[src/rtl/apb_to_axil_bridge.sv]
// apb_to_axil_bridge: APB slave to AXI4-Lite master, exactly one AXI transaction per APB transfer
module apb_to_axil_bridge #(
  parameter int AW_APB = 32,
  parameter int DW_APB = 64,
  parameter int AW_AXI = 32,
  parameter int DW_AXI = 64
) (
  input  logic                axi_clk,
  input  logic                sys_rst,
  input  logic [AW_APB-1:0]   s_apb_paddr,
  input  logic                s_apb_psel,
  input  logic                s_apb_penable,
  input  logic                s_apb_pwrite,
  input  logic [2:0]          s_apb_pprot,
  input  logic [DW_APB/8-1:0] s_apb_pstrb,
  input  logic [DW_APB-1:0]   s_apb_pwdata,
  output logic                s_apb_pready,
  output logic [DW_APB-1:0]   s_apb_prdata,
  output logic                s_apb_pslverr,
  output logic [AW_AXI-1:0]   m_axi_awaddr,
  output logic [2:0]          m_axi_awprot,
  output logic                m_axi_awvalid,
  input  logic                m_axi_awready,
  output logic [DW_AXI-1:0]   m_axi_wdata,
  output logic [DW_AXI/8-1:0] m_axi_wstrb,
  output logic                m_axi_wvalid,
  input  logic                m_axi_wready,
  input  logic [1:0]          m_axi_bresp,
  input  logic                m_axi_bvalid,
  output logic                m_axi_bready,
  output logic [AW_AXI-1:0]   m_axi_araddr,
  output logic [2:0]          m_axi_arprot,
  output logic                m_axi_arvalid,
  input  logic                m_axi_arready,
  input  logic [DW_AXI-1:0]   m_axi_rdata,
  input  logic [1:0]          m_axi_rresp,
  input  logic                m_axi_rvalid,
  output logic                m_axi_rready
);
  typedef enum logic [2:0] {IDLE, WR_ADDR_DATA, WR_RESP, RD_ADDR, RD_RESP, DONE, WAIT_END} state_t;
  state_t state, state_nxt;
  logic access, aw_done, w_done;
  logic [AW_AXI-1:0] addr;
  logic [2:0] prot;
  logic unused_resp;
  assign access = s_apb_psel & s_apb_penable;
  assign aw_done = !m_axi_awvalid | m_axi_awready;
  assign w_done = !m_axi_wvalid | m_axi_wready;
  assign m_axi_awaddr = addr;
  assign m_axi_araddr = addr;
  assign m_axi_awprot = prot;
  assign m_axi_arprot = prot;
  assign m_axi_bready = state == WR_RESP;
  assign m_axi_rready = state == RD_RESP;
  assign s_apb_pready = state == DONE;
  assign unused_resp = m_axi_bresp[0] ^ m_axi_rresp[0];
  always_ff @(posedge axi_clk) state <= sys_rst ? IDLE : state_nxt;
  always_comb begin
    state_nxt = state;
    case (state)
      IDLE:         state_nxt = access ? (s_apb_pwrite ? WR_ADDR_DATA : RD_ADDR) : IDLE;
      WR_ADDR_DATA: state_nxt = aw_done & w_done ? WR_RESP : WR_ADDR_DATA;
      WR_RESP:      state_nxt = m_axi_bvalid ? DONE : WR_RESP;
      RD_ADDR:      state_nxt = m_axi_arready ? RD_RESP : RD_ADDR;
      RD_RESP:      state_nxt = m_axi_rvalid ? DONE : RD_RESP;
      DONE:         state_nxt = WAIT_END;
      WAIT_END:     state_nxt = access ? WAIT_END : IDLE;
      default:      state_nxt = IDLE;
    endcase
  end
  always_ff @(posedge axi_clk) begin
    if (sys_rst) begin
      m_axi_awvalid <= 1'b0;
      m_axi_wvalid <= 1'b0;
      m_axi_arvalid <= 1'b0;
      addr <= '0;
      prot <= '0;
      m_axi_wdata <= '0;
      m_axi_wstrb <= '0;
      s_apb_prdata <= '0;
      s_apb_pslverr <= 1'b0;
    end else begin
      if (state == IDLE && access) begin
        addr <= AW_AXI'(s_apb_paddr);
        prot <= s_apb_pprot;
        m_axi_wdata <= DW_AXI'(s_apb_pwdata);
        m_axi_wstrb <= (DW_AXI/8)'(s_apb_pstrb);
        m_axi_awvalid <= s_apb_pwrite;
        m_axi_wvalid <= s_apb_pwrite;
        m_axi_arvalid <= !s_apb_pwrite;
      end
      if (m_axi_awvalid & m_axi_awready) m_axi_awvalid <= 1'b0;
      if (m_axi_wvalid & m_axi_wready) m_axi_wvalid <= 1'b0;
      if (m_axi_arvalid & m_axi_arready) m_axi_arvalid <= 1'b0;
      if (state == WR_RESP && m_axi_bvalid) s_apb_pslverr <= m_axi_bresp[1];
      if (state == RD_RESP && m_axi_rvalid) begin
        s_apb_prdata <= DW_APB'(m_axi_rdata);
        s_apb_pslverr <= m_axi_rresp[1];
      end
    end
  end
endmodule

[config.mk]
export PLATFORM = sky130hd
export DESIGN_NAME = apb_to_axil_bridge
export DESIGN_NICKNAME = d
export VERILOG_FILES = /design/src/rtl/apb_to_axil_bridge.sv
export SDC_FILE = /design/constraint.sdc
export NUM_CORES = 1
export LEC_CHECK = 0
export ABC_AREA = 1
export BUFFER_PORTS_ARGS = -buffer_cell sky130_fd_sc_hd__buf_2
export CORE_ASPECT_RATIO = 0.5
export CORE_MARGIN = 3
export CORE_UTILIZATION = 39
export DETAILED_ROUTE_END_ITERATION = 7
export HOLD_SLACK_MARGIN = 0.05
export PLACE_DENSITY = 0.77
export SYNTH_ARGS = -nofsm -noshare
export SYNTH_HDL_FRONTEND = slang
export SYNTH_SLANG_ARGS = --single-unit
[constraint.sdc]
create_clock -name axi_clk -period 1.11 [get_ports axi_clk]
set_input_delay 0.222 -clock axi_clk [delete_from_list [all_inputs] [get_ports axi_clk]]
set_output_delay 0.222 -clock axi_clk [all_outputs]
set_load 0.005 [all_outputs]
==> impl_metrics.tcl <==
set metrics [dict create \
    crit_fanout 16 \
    rsz0062_at_grt "yes" \
    fin_crit_sh_pct 133 \
    drc 0 \
    hold_depth 3 \
    via_per_inst 5.00 \
    power_density_nw_per_um2 1400 \
    clock_skew_ns 0.0133 \
    hold_violations 0 \
    vias 7647 \
    avgSynthCellArea_um2 7.93 \
    violations "negative setup slack" \
    cpPeakStageDelay_ns 0.36 \
    crit_arrival_ns 1.79 \
    status "finished, violations left" \
    gr-total-overflow 0 \
    ys_seq_area_share_pct 52.5 \
    dieArea_um2 19100 \
    use_met2_pct 38.9 \
    synth_nets 1041 \
    hold_path.class "in -> reg" \
    worstPathRequired_ns 1.42 \
    worst_slack_ns -0.372 \
    wl_per_cell_um 17.5 \
    crit_buf_inv 3 \
    timing.rr.start "state[0]" \
    rows 33 \
    final_max_slew_viol_count 0 \
    syn-cell-area_um2 6780 \
    path_clk_slew_ns 0.08 \
    totalWireLength_mm 26.7 \
    syn_to_final_growth_pct 78.8 \
    cts_htree_levels 4 \
    fillers 1164 \
    final_common_cell "buf_2" \
    p_switching_mw 4.80 \
    min_to "s_apb_prdata[18]" \
    place_congestion 0.851 \
    portBuffers 395 \
    first_pass_iters 5 \
    die_w_um 193 \
    antenna_found_initial 2 \
    fmax_mhz 675 \
    holdCritStartpoint "m_axi_rdata[18]" \
    cts.sinks 178 \
    path_cells "nor2_4 > nand2_2 > inv_2 > buf_4 > buf_12 > nand3_1 > a21oi_1" \
    ys_seq_elements 178 \
    seqPwrFrac_pct 43.5 \
    yosysWarnings 0 \
    combPwrFrac_pct 22.5 \
    grt_pass1_vias 6874 \
    clk_path_buf_depth 2 \
    die_h_um 99.3 \
    cts_root_buf "clkbuf_16" \
    holdWs_ns 0.0580 \
    grt_max_degree 64 \
    postLayoutCoreUtil_pct 72.5 \
    fin_area_um2 12100 \
    p_clk_share_pct 34.0 \
    tightestPinTransition_ns 0.593 \
    mostFrequentLayoutCells "buf_2 (307), dfxtp_2 (161), a21oi_1 (118)" \
    drive_above_1_share_pct 69.1 \
    grt_pass1_wl_mm 33.5 \
    cpLargestDelayFamily "buffers and inverters" \
    internal-power_mw 12.1 \
    first_iter_violations 343 \
    cts_tree "done" \
    rr_endpoint "s_apb_prdata[11]" \
    final_nets 1473 \
    place_area_um2 8960 \
    top_usage_layer "met2" \
    startpoint_type "register" \
    critical_path_class "reg -> reg" \
    synth_cell_types 18 \
    setup_violations 195 \
    maxCapViolCount 0 \
    end_kind "register" \
    synthCells 856 \
    grtUsageMet1_pct 25.1 \
    ios 398 \
    fin_crit_ns 1.48 \
    slew_headroom_pct 60.5 \
    drt.antenna.violating_nets 0 \
    clock_latency_ns 0.42 \
    p_leak_nw 5.46 \
    ir_drop_mv 1.03 \
    rr_worst_depth 7 \
    grt_usage_pct 21.6 \
    use_met3_pct 6.06 \
    cts_made_buffers 17 \
    switching_share_pct 28.3 \
    dp_hpwl_mm 15.7 \
    start_util_pct 40.6 \
    coreArea_um2 16700 \
    r2r_slack_ns -0.37 \
    cp_slowest_cell "dfxtp_4" \
]
## cell usage after synthesis, drive strengths merged
cell type    n  area, um2
dfxtp      178       3560
a21oi      172        861
inv        121        454
o21ai      108        541
nand2       85        319
nand3       75        380
buf         66        455
clkbuf      35        134
nor2        13       56.3
o21a         2       15.0
nor3         1       5.00
## metal layers
metal / part of all wire (%) / vias to the layer above
li1: - / 3619
met5: 0.049 / -
met1: 37 / 3622
met4: 2.9 / 2
met2: 52 / 324
met3: 7.6 / 80
## worst register-to-register path, cell delays in order, from the launching register on
cell and delay, ns:
dfxtp_4 0.36, nor2_4 0.12, nand2_2 0.08, inv_2 0.07, buf_4 0.22, buf_12 0.17
nand3_1 0.09, a21oi_1 0.26
## flip-flops by register name, indices dropped and copies added (netlist names)
| name | flops |
|---|---|
| m_axi_wdata | 64 |
| s_apb_prdata | 64 |
| m_axi_araddr | 32 |
| m_axi_wstrb | 8 |
| m_axi_arprot | 3 |
| state | 3 |
| m_axi_arvalid | 1 |
| m_axi_awvalid | 1 |
| m_axi_wvalid | 1 |
| s_apb_pslverr | 1 |
## cell type report
cell class | instances | area (um2) | area share (%)
tap | 227 | 284 | 2.34
clock inverter | 10 | 75.1 | 0.619
antenna | 1 | 2.50 | 0.0206
sequential | 178 | 3790 | 31.3
multi-input combinational | 456 | 3080 | 25.4
timing repair buffer | 514 | 3950 | 32.5
clock buffer | 22 | 484 | 3.99
inverter | 121 | 457 | 3.77
## kinds of logic (layout without fill, tap and decap cells)
family | Yosys count | count (layout) | share of synthesized area, %
buffers and inverters | 222 | 667 | 15.4
AO/OA/AOI/OAI | 282 | 282 | 20.9
AND/OR/NAND/NOR | 174 | 174 | 11.2
other | 0 | 1 | 0
flip-flops | 178 | 178 | 52.5
## how the worst max path moves through the flow
stage | cells past startpoint | to | from
final | 7 | s_apb_prdata[11] | state[0]
after global routing | 7 | s_apb_prdata[11] | state[0]
after CTS | 5 | m_axi_rready | state[0]
after detailed placement | 8 | m_axi_wdata[27] | s_apb_psel
after global placement | 8 | m_axi_wdata[19] | s_apb_penable
after floorplan | 6 | m_axi_wdata[55] | state[1]
## stage by stage
stage	TNS, ns	cells	setup slack, ns	power (mW)
6_report	-46.23	1529	-0.372	16.9
5_1_grt	-57.99	1529	-0.422	17.6
4_1_cts	-47.60	1473	-0.338	15.8
3_5_place_dp	-22.51	1421	-0.178	9.94
3_3_place_gp	-20.83	1421	-0.186	9.84
2_1_floorplan	-2.39	856	-0.0182	8.68
## repair_timing
item / 4_1_cts / 5_1_grt
hold endpoints to repair: 0 / 2
pin swaps: 2 / 57
hold buffers: 0 / 2
endpoints found under the setup margin: 276 / 382
buffers inserted: 15 / 49
gates cloned: 5 / 9
gates resized for setup: 36 / 509
## power by group through the flow
stage	combinational [mW]	clock (mW)	sequential, mW
after floorplan	1.33	0	7.35
after global placement	2.55	0	7.29
after detailed placement	2.61	0	7.32
after CTS	2.83	5.82	7.19
after global routing	4.09	6.13	7.41
final	3.81	5.76	7.36
No activity file was read; power rests on OpenSTA's default activity.
